### src/rtl/cpu_fabianp1704_pkg.sv
// ---------------------------------------------------------------------------
// cpu_fabianp1704_pkg
// Shared definitions for the bit-serial 8-bit accumulator CPU:
//   - ALU opcode encodings
//   - manual debug-mux select encodings
//   - FSM state encodings
//   - flag bundle type and register-write decode helpers
// No ports (package).
// ---------------------------------------------------------------------------
package cpu_fabianp1704_pkg;

  // ALU opcodes; 13..15 are reserved and act as a no-op that still counts
  localparam logic [3:0] OP_ADD     = 4'd0;
  localparam logic [3:0] OP_SUB     = 4'd1;
  localparam logic [3:0] OP_AND     = 4'd2;
  localparam logic [3:0] OP_OR      = 4'd3;
  localparam logic [3:0] OP_XOR     = 4'd4;
  localparam logic [3:0] OP_PASS_A  = 4'd5;
  localparam logic [3:0] OP_PASS_B  = 4'd6;
  localparam logic [3:0] OP_SHL     = 4'd7;
  localparam logic [3:0] OP_SHR     = 4'd8;
  localparam logic [3:0] OP_MOVE_XA = 4'd9;
  localparam logic [3:0] OP_MOVE_AX = 4'd10;
  localparam logic [3:0] OP_INC     = 4'd11;
  localparam logic [3:0] OP_DEC     = 4'd12;

  // Debug mux selects; REG_B selects the X architectural register
  localparam logic [2:0] MUX_SELECT_ALU_Y = 3'd0;
  localparam logic [2:0] MUX_SELECT_REG_A = 3'd1;
  localparam logic [2:0] MUX_SELECT_REG_B = 3'd2;
  localparam logic [2:0] MUX_SELECT_OP    = 3'd3;
  localparam logic [2:0] MUX_SELECT_PC    = 3'd4;
  localparam logic [2:0] MUX_SELECT_NONE  = 3'd5;

  // FSM state encodings
  localparam logic [2:0] ST_IDLE    = 3'd0;
  localparam logic [2:0] ST_LOAD_A  = 3'd1;
  localparam logic [2:0] ST_LOAD_B  = 3'd2;
  localparam logic [2:0] ST_LOAD_OP = 3'd3;
  localparam logic [2:0] ST_EXEC    = 3'd4;
  localparam logic [2:0] ST_WB      = 3'd5;

  // Serial field lengths minus one (last-bit index of the bit counter)
  localparam logic [4:0] LAST_BIT_DATA = 5'd7;
  localparam logic [4:0] LAST_BIT_OP   = 5'd3;

  // Packed so that the 4-bit value is {N, V, Z, C}, matching uio_out[3:0]
  typedef struct packed {
    logic n;
    logic v;
    logic z;
    logic c;
  } flags_t;

  // Opcodes whose result lands in accumulator A
  function automatic logic op_writes_a(input logic [3:0] op);
    logic wr;
    case (op)
      OP_ADD, OP_SUB, OP_AND, OP_OR, OP_XOR, OP_PASS_A,
      OP_SHL, OP_SHR, OP_MOVE_AX, OP_INC, OP_DEC: wr = 1'b1;
      default:                                    wr = 1'b0;
    endcase
    return wr;
  endfunction

  // Opcodes whose result lands in index register X
  function automatic logic op_writes_x(input logic [3:0] op);
    logic wr;
    case (op)
      OP_PASS_B, OP_MOVE_XA: wr = 1'b1;
      default:               wr = 1'b0;
    endcase
    return wr;
  endfunction

endpackage

### src/rtl/cpu_fabianp1704_alu8.sv
// ---------------------------------------------------------------------------
// alu8
// Purely combinational 8-bit ALU for the accumulator CPU.
// Ports:
//   a, b  [7:0] in  : operands
//   op    [3:0] in  : opcode (see package)
//   y     [7:0] out : result
//   c, z, v, n  out : carry/borrow, zero, signed overflow, negative
// Reserved opcodes produce y=0 with every flag cleared (including Z).
// ---------------------------------------------------------------------------
module alu8
  import cpu_fabianp1704_pkg::*;
(
  input  logic [7:0] a,
  input  logic [7:0] b,
  input  logic [3:0] op,
  output logic [7:0] y,
  output logic       c,
  output logic       z,
  output logic       v,
  output logic       n
);

  logic [8:0] sum_s;
  logic [8:0] diff_s;
  logic [7:0] y_s;
  logic       c_s;
  logic       v_s;
  logic       valid_s;

  // 9-bit add/sub: bit 8 is carry-out for ADD and borrow (a<b) for SUB
  assign sum_s  = {1'b0, a} + {1'b0, b};
  assign diff_s = {1'b0, a} - {1'b0, b};

  // Opcode decode: result, carry and overflow
  always_comb begin
    y_s     = 8'h00;
    c_s     = 1'b0;
    v_s     = 1'b0;
    valid_s = 1'b1;
    case (op)
      OP_ADD: begin
        y_s = sum_s[7:0];
        c_s = sum_s[8];
        v_s = (a[7] == b[7]) && (sum_s[7] != a[7]);
      end
      OP_SUB: begin
        y_s = diff_s[7:0];
        c_s = diff_s[8];
        v_s = (a[7] != b[7]) && (diff_s[7] != a[7]);
      end
      OP_AND:     y_s = a & b;
      OP_OR:      y_s = a | b;
      OP_XOR:     y_s = a ^ b;
      OP_PASS_A:  y_s = a;
      OP_PASS_B:  y_s = b;
      OP_SHL: begin
        y_s = {a[6:0], 1'b0};
        c_s = a[7];
      end
      OP_SHR: begin
        y_s = {1'b0, a[7:1]};
        c_s = a[0];
      end
      OP_MOVE_XA: y_s = a;
      OP_MOVE_AX: y_s = b;
      OP_INC: begin
        y_s = a + 8'd1;
        c_s = (a == 8'hFF);
        v_s = (a == 8'h7F);
      end
      OP_DEC: begin
        y_s = a - 8'd1;
        c_s = (a == 8'h00);
        v_s = (a == 8'h80);
      end
      default: valid_s = 1'b0;
    endcase
  end

  assign y = y_s;
  assign c = c_s;
  assign v = v_s;
  // Reserved opcodes must report Z=0 even though y is zero
  assign z = valid_s & (y_s == 8'h00);
  assign n = y_s[7];

endmodule

### src/rtl/cpu_fabianp1704.sv
// ---------------------------------------------------------------------------
// cpu_fabianp1704
// Tiny Tapeout top: bit-serial front end feeding an 8-bit accumulator CPU.
// A start pulse in IDLE begins a transaction that shifts in A (8 bits),
// B (8 bits) and an opcode (4 bits), MSB first on ui_in[1]. EXEC latches the
// ALU result and flags; WB writes A or X and increments PC.
// Ports:
//   clk         in  : clock, rising-edge
//   rst_n       in  : asynchronous active-low reset
//   ena         in  : Tiny Tapeout enable (ignored)
//   ui_in[7:0]  in  : [0] start, [1] serial data, [4:2] mux select,
//                     [5] manual-mux enable, [7:6] unused
//   uo_out[7:0] out : Y, or the manual-mux selection
//   uio_in[7:0] in  : unused
//   uio_out[7:0]out : {4'b0, N, V, Z, C}
//   uio_oe[7:0] out : constant 8'h0F (flag pins driven)
// ---------------------------------------------------------------------------
module cpu_fabianp1704 (
  input  logic       clk,
  input  logic       rst_n,
  input  logic       ena,
  input  logic [7:0] ui_in,
  output logic [7:0] uo_out,
  input  logic [7:0] uio_in,
  output logic [7:0] uio_out,
  output logic [7:0] uio_oe
);
  import cpu_fabianp1704_pkg::*;

  logic       start_s;
  logic       sdata_s;
  logic [2:0] mux_sel_s;
  logic       mux_en_s;
  logic       unused_s;

  logic [2:0] state_r;
  logic [4:0] bit_cnt_r;
  logic       last_bit_s;
  logic [7:0] a_sh_r;
  logic [7:0] b_sh_r;
  logic [3:0] op_r;
  logic [7:0] y_r;
  flags_t     flags_r;
  logic [7:0] reg_a_r;
  logic [7:0] reg_x_r;
  logic [7:0] pc_r;

  logic [7:0] alu_y_s;
  logic       alu_c_s;
  logic       alu_z_s;
  logic       alu_v_s;
  logic       alu_n_s;
  logic [7:0] mux_s;

  assign start_s   = ui_in[0];
  assign sdata_s   = ui_in[1];
  assign mux_sel_s = ui_in[4:2];
  assign mux_en_s  = ui_in[5];
  assign unused_s  = &{1'b0, ena, uio_in, ui_in[7:6]};

  alu8 u_alu (
    .a  (a_sh_r),
    .b  (b_sh_r),
    .op (op_r),
    .y  (alu_y_s),
    .c  (alu_c_s),
    .z  (alu_z_s),
    .v  (alu_v_s),
    .n  (alu_n_s)
  );

  // Last serial bit of the field currently being loaded
  always_comb begin
    last_bit_s = 1'b0;
    case (state_r)
      ST_LOAD_A, ST_LOAD_B: last_bit_s = (bit_cnt_r == LAST_BIT_DATA);
      ST_LOAD_OP:           last_bit_s = (bit_cnt_r == LAST_BIT_OP);
      default:              last_bit_s = 1'b0;
    endcase
  end

  // Transaction sequencer and serial bit counter
  always_ff @(posedge clk or negedge rst_n) begin
    if (!rst_n) begin
      state_r   <= ST_IDLE;
      bit_cnt_r <= 5'd0;
    end else begin
      case (state_r)
        ST_IDLE: begin
          bit_cnt_r <= 5'd0;
          if (start_s) begin
            state_r <= ST_LOAD_A;
          end
        end
        ST_LOAD_A, ST_LOAD_B, ST_LOAD_OP: begin
          if (last_bit_s) begin
            bit_cnt_r <= 5'd0;
            case (state_r)
              ST_LOAD_A: state_r <= ST_LOAD_B;
              ST_LOAD_B: state_r <= ST_LOAD_OP;
              default:   state_r <= ST_EXEC;
            endcase
          end else begin
            bit_cnt_r <= bit_cnt_r + 5'd1;
          end
        end
        ST_EXEC: state_r <= ST_WB;
        ST_WB:   state_r <= ST_IDLE;
        default: begin
          state_r   <= ST_IDLE;
          bit_cnt_r <= 5'd0;
        end
      endcase
    end
  end

  // Serial shift registers for operands and opcode (MSB arrives first)
  always_ff @(posedge clk or negedge rst_n) begin
    if (!rst_n) begin
      a_sh_r <= 8'h00;
      b_sh_r <= 8'h00;
      op_r   <= 4'h0;
    end else begin
      case (state_r)
        ST_LOAD_A:  a_sh_r <= {a_sh_r[6:0], sdata_s};
        ST_LOAD_B:  b_sh_r <= {b_sh_r[6:0], sdata_s};
        ST_LOAD_OP: op_r   <= {op_r[2:0], sdata_s};
        default: begin
          a_sh_r <= a_sh_r;
          b_sh_r <= b_sh_r;
          op_r   <= op_r;
        end
      endcase
    end
  end

  // Result and flag capture in EXEC
  always_ff @(posedge clk or negedge rst_n) begin
    if (!rst_n) begin
      y_r     <= 8'h00;
      flags_r <= '0;
    end else if (state_r == ST_EXEC) begin
      y_r       <= alu_y_s;
      flags_r.n <= alu_n_s;
      flags_r.v <= alu_v_s;
      flags_r.z <= alu_z_s;
      flags_r.c <= alu_c_s;
    end
  end

  // Architectural register write-back and operation counter in WB
  always_ff @(posedge clk or negedge rst_n) begin
    if (!rst_n) begin
      reg_a_r <= 8'h00;
      reg_x_r <= 8'h00;
      pc_r    <= 8'h00;
    end else if (state_r == ST_WB) begin
      if (op_writes_a(op_r)) begin
        reg_a_r <= y_r;
      end
      if (op_writes_x(op_r)) begin
        reg_x_r <= y_r;
      end
      pc_r <= pc_r + 8'd1;
    end
  end

  // Debug-mux source selection
  always_comb begin
    mux_s = 8'h00;
    case (mux_sel_s)
      MUX_SELECT_ALU_Y: mux_s = y_r;
      MUX_SELECT_REG_A: mux_s = reg_a_r;
      MUX_SELECT_REG_B: mux_s = reg_x_r;
      MUX_SELECT_OP:    mux_s = {4'b0000, op_r};
      MUX_SELECT_PC:    mux_s = pc_r;
      MUX_SELECT_NONE:  mux_s = 8'h00;
      default:          mux_s = 8'h00;
    endcase
  end

  // Dedicated output: Y normally, debug mux when enabled (no clock delay)
  always_comb begin
    uo_out = y_r;
    if (mux_en_s) begin
      uo_out = mux_s;
    end else begin
      uo_out = y_r;
    end
  end

  assign uio_out = {4'b0000, flags_r};
  assign uio_oe  = 8'h0F;

endmodule

### config.mk
export PLATFORM = sky130hd
export DESIGN_NAME = cpu_fabianp1704
export DESIGN_NICKNAME = d
export VERILOG_FILES = /design/src/rtl/cpu_fabianp1704_pkg.sv /design/src/rtl/cpu_fabianp1704_alu8.sv /design/src/rtl/cpu_fabianp1704.sv
export SDC_FILE = /design/constraint.sdc
export NUM_CORES = 1
export LEC_CHECK = 0
export ABC_AREA = 1
export CAP_MARGIN = 20
export CELL_PAD_IN_SITES_DETAIL_PLACEMENT = 1
export CELL_PAD_IN_SITES_GLOBAL_PLACEMENT = 1
export CORE_UTILIZATION = 40
export DETAILED_ROUTE_END_ITERATION = 7
export GPL_ROUTABILITY_DRIVEN = 0
export PLACE_DENSITY_LB_ADDON = 0.1
export SYNTH_ARGS = -nofsm -noshare
export SYNTH_HDL_FRONTEND = slang
export SYNTH_SLANG_ARGS = --single-unit
### constraint.sdc
create_clock -name clk -period 2.8 [get_ports clk]
set_clock_uncertainty 0.1 [all_clocks]
set_input_delay 0.42 -clock clk [delete_from_list [all_inputs] [get_ports clk]]
set_output_delay 0.42 -clock clk [all_outputs]
set_load 0.005 [all_outputs]
After elaboration in Yosys (flattened, before gate mapping)
Memories as Yosys holds them, arrays and structs flattened.
Index checks and enable logic that the tools add are counted.
{ "classes": {"addsub": 6, "n_eq_ne": 32, "mux": 16, "bitwise_logic": 4, "reduce_logical": 17} }
{ "op_table": {"columns": ["operator", "n"], "rows": [
  ["8-bit one-hot mux with 11 select lines", 1],
  ["8-bit one-hot mux with 5 select lines", 1],
  ["4-bit equality test, second input constant", 5],
  ["8-bit by 1-bit adder with 8-bit output, second input constant", 2],
  ["4-bit by 3-bit equality test with 1-bit output, second input constant", 4],
  ["8-bit equality test, second input constant", 2],
  ["8-bit zero test", 2],
  ["13-bit OR reduction", 1],
  ["3-bit by 2-bit equality test with 1-bit output, second input constant", 4],
  ["5-bit one-hot mux with 2 select lines", 1],
  ["2-bit OR reduction", 5],
  ["8-bit by 8-bit adder with 9-bit output", 1],
  ["3-bit equality test, second input constant", 3],
  ["3-bit one-hot mux with 3 select lines", 1],
  ["8-bit by 8-bit subtractor with 9-bit output", 1],
  ["8-bit bitwise AND", 1],
  ["4-bit by 2-bit equality test with 1-bit output, second input constant", 2],
  ["8-bit by 7-bit equality test with 1-bit output, second input constant", 1],
  ["8-bit two-way mux", 1],
  ["8-bit bitwise OR", 1],
  ["8-bit by 1-bit subtractor with 8-bit output, second input constant", 1],
  ["8-bit bitwise XOR", 1],
  ["3-bit by 1-bit equality test with 1-bit output, second input constant", 2],
  ["3-bit zero test", 2],
  ["other kinds (19)", 29]
]} }
{ "word_totals": {"regBits": 64, "mem_bits_ro": 16, "out_inout_bits": 24, "word_cells": 89, "mem_count": 1} }
{ "mem_list": {"columns": ["memory", "depth", "width", "rd", "rd_clocked_by_memory_dff", "wr", "line", "text"], "rows": [
  ["(name not given)", 16, 1, 1, 0, 0, "cpu_fabianp1704_pkg.sv:58", "case (op)"]
]} }

Depth between registers and ports, before layout
Gate-level depths: netlist of the first run.
{ "depth": {"word_depth": 5, "ltp_mapped": 15, "ltp_nobuf": 15} }

Hierarchy
Synthesis of the first run repeated with hierarchy kept, for this count alone.
{ "unflattened": {"cells_unflattened": 755, "hier_area_um2": 5165.0} }
{ "modules_own_cells": {"columns": ["module", "instances", "cells_each", "area_per_inst_um2", "seq_area_each_um2"], "rows": [
  ["cpu_fabianp1704", 1, 353, 3104.2, 1601.5],
  ["alu8", 1, 402, 2060.7, 0.0]
]} }

Worst setup path before layout of the first run
Ideal clock, no wire load.
{ "synth_timing": {"path_kind": "register -> register", "start": "register op_r[0]", "end": "register flags_r (netlist bit uio_out[1])", "setup_time_ns": 0.118, "arrival_time_ns": 2.043, "required_time_ns": 2.582, "path_slack_ns": 0.539, "stages_incl_launch_ff": 15, "path_buffers": 0, "synth_period_minus_slack_ns": 2.261, "path_cell_list": "dfrtp_1 > nor2_2 > nand2_1 > inv_1 > ha_1 > a21oi_1 > nand2_1 > nand2_1 > nand2_1 > a21boi_1 > o21ai_1 > nand2_1 > nor2_1 > nand4_1 > nand2_1"} }
{ "synth_via": {"elab_chain_cells": 5, "elab_cells_between_ends": 20, "cone_classes": "eq/ne (12); mux (2); bitwise (1); reduce/logical (5)"} }
{ "synth_lines": {"columns": ["item", "line", "text"], "rows": [
  ["start, declared", "cpu_fabianp1704.sv:41", "logic [3:0] op_r;"],
  ["start signal, assigned", "cpu_fabianp1704.sv:127", "ST_LOAD_OP: op_r <= {op_r[2:0], sdata_s};"],
  ["start signal, assigned", "cpu_fabianp1704.sv:131", "op_r <= op_r;"],
  ["4-bit by 3-bit equality test with 1-bit output or 4-bit equality test (tied branches)", "cpu_fabianp1704_alu8.sv:41", "case (op)"],
  ["2-bit OR reduction (no source line)", null, null],
  ["8-bit one-hot mux with 11 select lines", "cpu_fabianp1704_alu8.sv:41", null],
  ["8-bit zero test", "cpu_fabianp1704_alu8.sv:85", "assign z = valid_s & (y_s == 8'h00);"],
  ["1-bit bitwise AND (*)", "cpu_fabianp1704_alu8.sv:85", null],
  ["end, declared", "cpu_fabianp1704.sv:43", "flags_t flags_r;"]
]} }
Mark *: on every way between the ends. The rest lies on a longest branch, timed or not.
A chain may end at the register's enable or synchronous reset.

Worst setup path after layout of the first run
{ "layout_timing": {"start": "input ui_in[3]", "end": "output uo_out[1]"} }
{ "layout_via": {"elab_chain_cells": 3, "elab_cells_between_ends": 7, "cone_classes": "eq/ne (4); mux (2); reduce/logical (1)"} }
{ "layout_lines": {"columns": ["item", "line", "text"], "rows": [
  ["start, declared", "cpu_fabianp1704.sv:22", "input logic [7:0] ui_in,"],
  ["3-bit equality test, or another cell as far along", "cpu_fabianp1704.sv:171", "case (mux_sel_s)"],
  ["8-bit one-hot mux with 5 select lines (*)", "cpu_fabianp1704.sv:171", null],
  ["8-bit two-way mux (*)", "cpu_fabianp1704.sv:185", "if (mux_en_s) begin"],
  ["end, declared", "cpu_fabianp1704.sv:23", "output logic [7:0] uo_out,"]
]} }
Marks and branches as above.

==> flow_summary.ini, run 1 <==
[run_status]
status = finished, final reports clean

[critical_path]
startpoint_type = primary input
cp.required_ns = 2.28
cp.arrival_ns = 2.24
path_max_fanout = 7
crit_type = primary input to output pin
crit-reg2reg-launch = b_sh_r[1]$_DFFE_PN0N_
r2r_end = uio_out[1]$_DFFE_PN0N_
endpoint_kind = output pin
reg2reg_slack_ns = 0.24
worstRegToRegCells = 11

[power]
peakVddDrop_mv = 0.4745
powerDensity_nw_per_um2 = 1121
power_leakage_nw = 2.696

[drt]
drc = 0
ant_nets = 0
totalWireLength_um = 14680
post_drt_wl_per_cell_um = 17.07
num_vias = 4629
drt_iter0_markers = 242
drt-pass1-iter-count = 4
avgViaCountPerCell = 5.383

[timing]
hold_violations = 0
period_share_pct = 98.72
relSlewSlack_pct = 38.88
min_period_ns = 2.764
rsz0062_at_grt = true
setup_viol = 0
whs_ns = 0.03601
tightest_slew_ns = 0.9118
final_max_slew_viol_count = 0
max_freq_ghz = 0.3618

[placement]
numPortBuffers = 19
placed_cells = 844
hpwl_um = 11540

[final_layout]
syn_to_final_growth_pct = 17.74
nets = 766
drive_above_1_share_pct = 10.60
fillers = 1479
final_cells = 860
diodes = 0

[cts]
hold_buffers = 0
worstSkewPairLatency_ns = 0.34
postCtsSetupBuffers = 0
cts_buffer_depth = 2
clockRootBuffer = clkbuf_16
cts_sinks = 63
cts-buffers-inserted = 9
cts_tree = built
path_clk_slew_ns = 0.05
cts.htree.levels = 3

[global_routing]
grt_pass1_wl_um = 24420
antenna_found_initial = 0
first_global_vias = 4804
grt.total_usage_pct = 25.22
grt_overflow = 0
grt_max_degree = 29

[synthesis]
synth.cells.most_frequent = nand2_1 (177), inv_1 (72), dfrtp_1 (63), nand3_1 (55), nor2_1 (55)
async_flop_share_pct = 100.0
netlist_area_um2 = 4725
synth_edf_count = 0
ys_ff_latch = 63
synth.yosys.seq_area_share_pct = 33.37
synthCells = 671
synth_warnings = 0
ys.flop_type = dfrtp_1
synth.top_cell.area_share_pct = 33.37
synth.most_common_cell = nand2_1
avgSynthCellArea_um2 = 7.041
ys_top_cells_by_area = dfrtp_1 (33%), nand2_1 (14%), ha_1 (8.5%)
synth_area_leader_cell = dfrtp_1
synth_cell_type_count = 40

[floorplan]
die_x_um = 110.7
initial_core_util_pct = 41.20
dieHeight_um = 110.7
rows = 39
coreArea_um2 = 11470
die_area_um2 = 12250
num_io_pins = 43

[worst_hold_path]
hold_path_class = primary input to async pin

[flow_run]
max_cap_viol_count = 0
[how the worst max path moves through the flow]
stage	from	end	slack (ns)	cells past startpoint
finish	ui_in[3]	uo_out[1]	0.04	7
global route	ui_in[2]	uo_out[1]	-0.06	7
CTS	ui_in[4]	uo_out[5]	0.02	5
detailed placement	ui_in[3]	uo_out[3]	-0.002	7
global placement	ui_in[4]	uo_out[5]	0.04	5
floorplan	op_r[0]$_DFFE_PN0P_	uio_out[1]$_DFFE_PN0N_	0.54	14
[cell families after synthesis]
| group | after synthesis | share of synthesized area (%) |
|---|---|---|
| adders and majority gates | 35 | 9.746 |
| AOI/OAI and AO/OA | 125 | 15.02 |
| buffers and inverters | 109 | 9.799 |
| and+or+nand+nor | 325 | 29.69 |
| xor gates and xnor gates | 12 | 2.225 |
| DFF | 63 | 33.37 |
| other | 2 | 0.1590 |
[registers in the layout, indices dropped and copies added, names as in the netlist, 4 cells and up]
signal and count:
a_sh_r 8, b_sh_r 8, pc_r 8, reg_a_r 8
reg_x_r 8, y_r 8, bit_cnt_r 5, op_r 4
[routing by layer]
metal / up-vias / GRT usage [%] / part of all wire (%)
met5: - / 0 / 0
met4: 0 / 11.02 / 3.1
met2: 82 / 44.02 / 49
met3: 29 / 3.718 / 2.7
met1: 2240 / 30.76 / 45
li1: 2278 / - / -
[worst max-delay path: stages]
cell and delay [ns]:
clkdlybuf4s50_1 0.47, nor2_2 0.26, nand2_2 0.17, o22ai_1 0.18
a221oi_2 0.05, o22ai_1 0.14, clkdlybuf4s50_1 0.53
[what timing repair did]
action / 4_1_cts / 5_1_grt
gates resized for setup: 2 / 12
endpoints found under the hold margin: 0 / 0
setup endpoints to repair: 3 / 9
pin swaps: 0 / 0
[layout make-up]
type	count	area, um^2	share of cell area, %
Clock buffer	9	225.2	4.049
Clock inverter	7	120.1	2.159
Inverter	85	319.1	5.735
Multi-Input combinational cell	509	2768	49.75
Sequential cell	63	1577	28.34
Tap cell	143	178.9	3.216
Timing Repair Buffer	44	375.4	6.748
[layout by cell type, fill, tap and decap left out, types with 4 or more instances in the layout]
cell / netlist / layout
conb_1: 2 / 12
nand2_1: 177 / 176
clkdlybuf4s50_1: 0 / 17
o21ai_0: 49 / 48
a221oi_1: 8 / 5
inv_2: 11 / 13
a21oi_1: 22 / 22
clkbuf_16: 0 / 9
buf_4: 13 / 25
nand2_2: 3 / 4
o21ai_1: 21 / 21
inv_1: 72 / 70
dfrtp_1: 63 / 63
o211ai_1: 4 / 4
ha_1: 32 / 32
nor3_1: 9 / 9
nand3_1: 55 / 54
nand4_1: 13 / 13
nor2_2: 2 / 4
nor2_1: 55 / 53
xor2_1: 11 / 11
o22ai_1: 11 / 10
[stage by stage]
stage	power (mW)	util (%)	area, um^2	setup WS [ns]	TNS (ns)
6_report	6.234	48.51	5563	0.03578	0
5_1_grt	6.742	48.51	5563	-0.05596	-0.1147
4_1_cts	6.237	48.12	5518	0.01735	0
3_5_place_dp	4.881	45.08	5170	-0.002149	-0.002149
3_3_place_gp	4.760	45.08	5170	0.03740	0
2_1_floorplan	3.666	-	4762	0.5386	0
[report_power, final]
part	switching, mW	internal (mW)	total, mW
sequential	0.264	1.20	1.46
clock	0.446	0.872	1.32
combinational	2.29	1.16	3.46
total	3.00	3.23	6.23
(Power assumes the default switching activity.)
==> run 2: changes to the inputs <==
--- a/config.mk
+++ b/config.mk
@@ -9,6 +9,7 @@
 export CAP_MARGIN = 20
 export CELL_PAD_IN_SITES_DETAIL_PLACEMENT = 1
 export CELL_PAD_IN_SITES_GLOBAL_PLACEMENT = 1
+export CORE_ASPECT_RATIO = 0.8
 export CORE_UTILIZATION = 40
 export DETAILED_ROUTE_END_ITERATION = 7
 export GPL_ROUTABILITY_DRIVEN = 0
==> run 2 against run 1 <==
Wire length is 4.0% higher. Largest power group unchanged. Clock-buffer cell count is 2 higher. Critical path depth stayed put. Worst setup slack better by 0.0068 ns. Global-route usage is 1.3 points higher. Via count hardly changed. Register-to-register slack worse by 0.11 ns. Core utilization is 0.24 points lower.
==> flow_summary.ini, run 2 (synthesis gave the netlist of run 1 again) <==
[floorplan]
coreArea_um2 = 11520
num_io_pins = 43
die_area_um2 = 12250
die_x_um = 123.5
initial_core_util_pct = 41.02
rows = 35
dieHeight_um = 99.21

[final_layout]
layout_common_cells = nand2_1 (176), inv_1 (69), dfrtp_1 (63)
drive_above_1_share_pct = 10.47
syn_to_final_growth_pct = 17.66
layout_commonest_cell = nand2_1
final_cell_area_um2 = 5559
diodes = 0
nets = 765
final_cells = 864

[timing]
hold_violations = 0
relSlewSlack_pct = 44.19
rsz0062_at_grt = true
max_freq_ghz = 0.3627
final_max_slew_viol_count = 0
period_share_pct = 98.48
min_period_ns = 2.757
setup_tns_ns = 0
setup_viol = 0
whs_ns = 0.1593
tightest_slew_ns = 0.8372

[power]
seqPwrFrac_pct = 23.4
power_leakage_nw = 2.687
power_frac_comb_pct = 56.6
switching_power_mw = 3.011
power_frac_clock_pct = 19.9
sw_frac_of_total_pct = 48.67
powerDensity_nw_per_um2 = 1113
peakVddDrop_mv = 0.4514
p_int_mw = 3.175

[critical_path]
cp_common_cell = clkdlybuf4s50_1
endpoint_kind = output pin
slowest_stage = clkdlybuf4s50_1
startpoint_type = primary input
max_stage_delay_ns = 0.59
crit_type = primary input to output pin
cp.required_ns = 2.28
cp.arrival_ns = 2.24
path_buf_inv = 4
worstPathCellList = clkdlybuf4s50_1 > inv_1 > nor3_1 > buf_4 > a221oi_1 > o22ai_1 > clkdlybuf4s50_1
critPathTopFamily = buffers and inverters
path_max_fanout = 8

[worst_hold_path]
hold_path_class = primary input to async pin

[run_status]
status = finished, final reports clean

[drt]
ant_nets = 0
totalWireLength_um = 15270
num_vias = 4625
drt_iter0_markers = 286
post_drt_wl_per_cell_um = 17.67
avgViaCountPerCell = 5.353
drt-pass1-iter-count = 5
drc = 0

[cts]
cts_buffer_depth = 2
worstSkewPairLatency_ns = 0.33
path_clk_slew_ns = 0.06
cts-buffers-inserted = 9
cts_sinks = 63
clockRootBuffer = clkbuf_16
cts_tree = built
cts.htree.levels = 3
hold_buffers = 0
postCtsSetupBuffers = 0
cts_resized = 2

[global_routing]
grt_overflow = 0
first_global_vias = 4741
grt_max_degree = 64
grt_pass1_wl_um = 24850
antenna_found_initial = 0
grt.total_usage_pct = 26.48

[placement]
place_area_um2 = 5169
hpwl_um = 11630
numPortBuffers = 19
placed_cells = 848

[flow_run]
max_cap_viol_count = 0
[run 2: cell types whose count changed in the layout (fill, tap and decap cells not counted), sizes merged]
cell    delta
clkbuf     +2
buf        -1
bufinv     -1
inv        -1
[run 2: per-layer routing]
layer / wire, um / vias to the layer above / GRT usage [%]
met5: 0 / - / 0
met4: 84 / 0 / 4.541
met3: 515 / 9 / 4.186
met2: 6857 / 69 / 40.27
met1: 7811 / 2265 / 39.80
li1: - / 2282 / -
[run 2: stage by stage]
step                setup slack [ns]  total power, mW  utilization, %
floorplan                     0.5386            3.666               -
global placement            -0.03055            4.774           44.88
detailed placement          -0.06194            4.887           44.88
CTS                          0.01483            6.159           47.76
global route                -0.05414            6.693           48.27
finish                       0.04262            6.186           48.27
[run 2: power by group through the flow]
stage	Sequential, mW	Clock [mW]	Combinational (mW)
after floorplan	1.47	0	2.20
after global placement	1.43	0	3.34
after detailed placement	1.45	0	3.44
after CTS	1.44	1.24	3.47
after global routing	1.49	1.28	3.93
final	1.45	1.23	3.50
[run 2: path summary, 6_finish.rpt]
kind / startpoint / to / slack [ns] / cells after the start
min in group clk: uio_out[0]$_DFFE_PN0N_ / uio_out[0]$_DFFE_PN0N_ / 0.39 / 2
min: rst_n / a_sh_r[1]$_DFFE_PN0P_ / 0.16 / 2
min reg2reg: uio_out[0]$_DFFE_PN0N_ / uio_out[0]$_DFFE_PN0N_ / 0.39 / 2
max reg2reg: b_sh_r[1]$_DFFE_PN0N_ / uio_out[1]$_DFFE_PN0N_ / 0.13 / 11
max in group asynchronous: rst_n / uio_out[0]$_DFFE_PN0N_ / 1.87 / 2
max: ui_in[2] / uo_out[4] / 0.04 / 7
[run 2: layout make-up]
cell class,count,area [um^2]
clock buffer,11,242.7
clock inverter,5,81.33
fill,1474,5958
inverter,85,319.1
multi-input combinational,509,2786
sequential,63,1577
tap,148,185.2
timing repair buffer,43,367.9
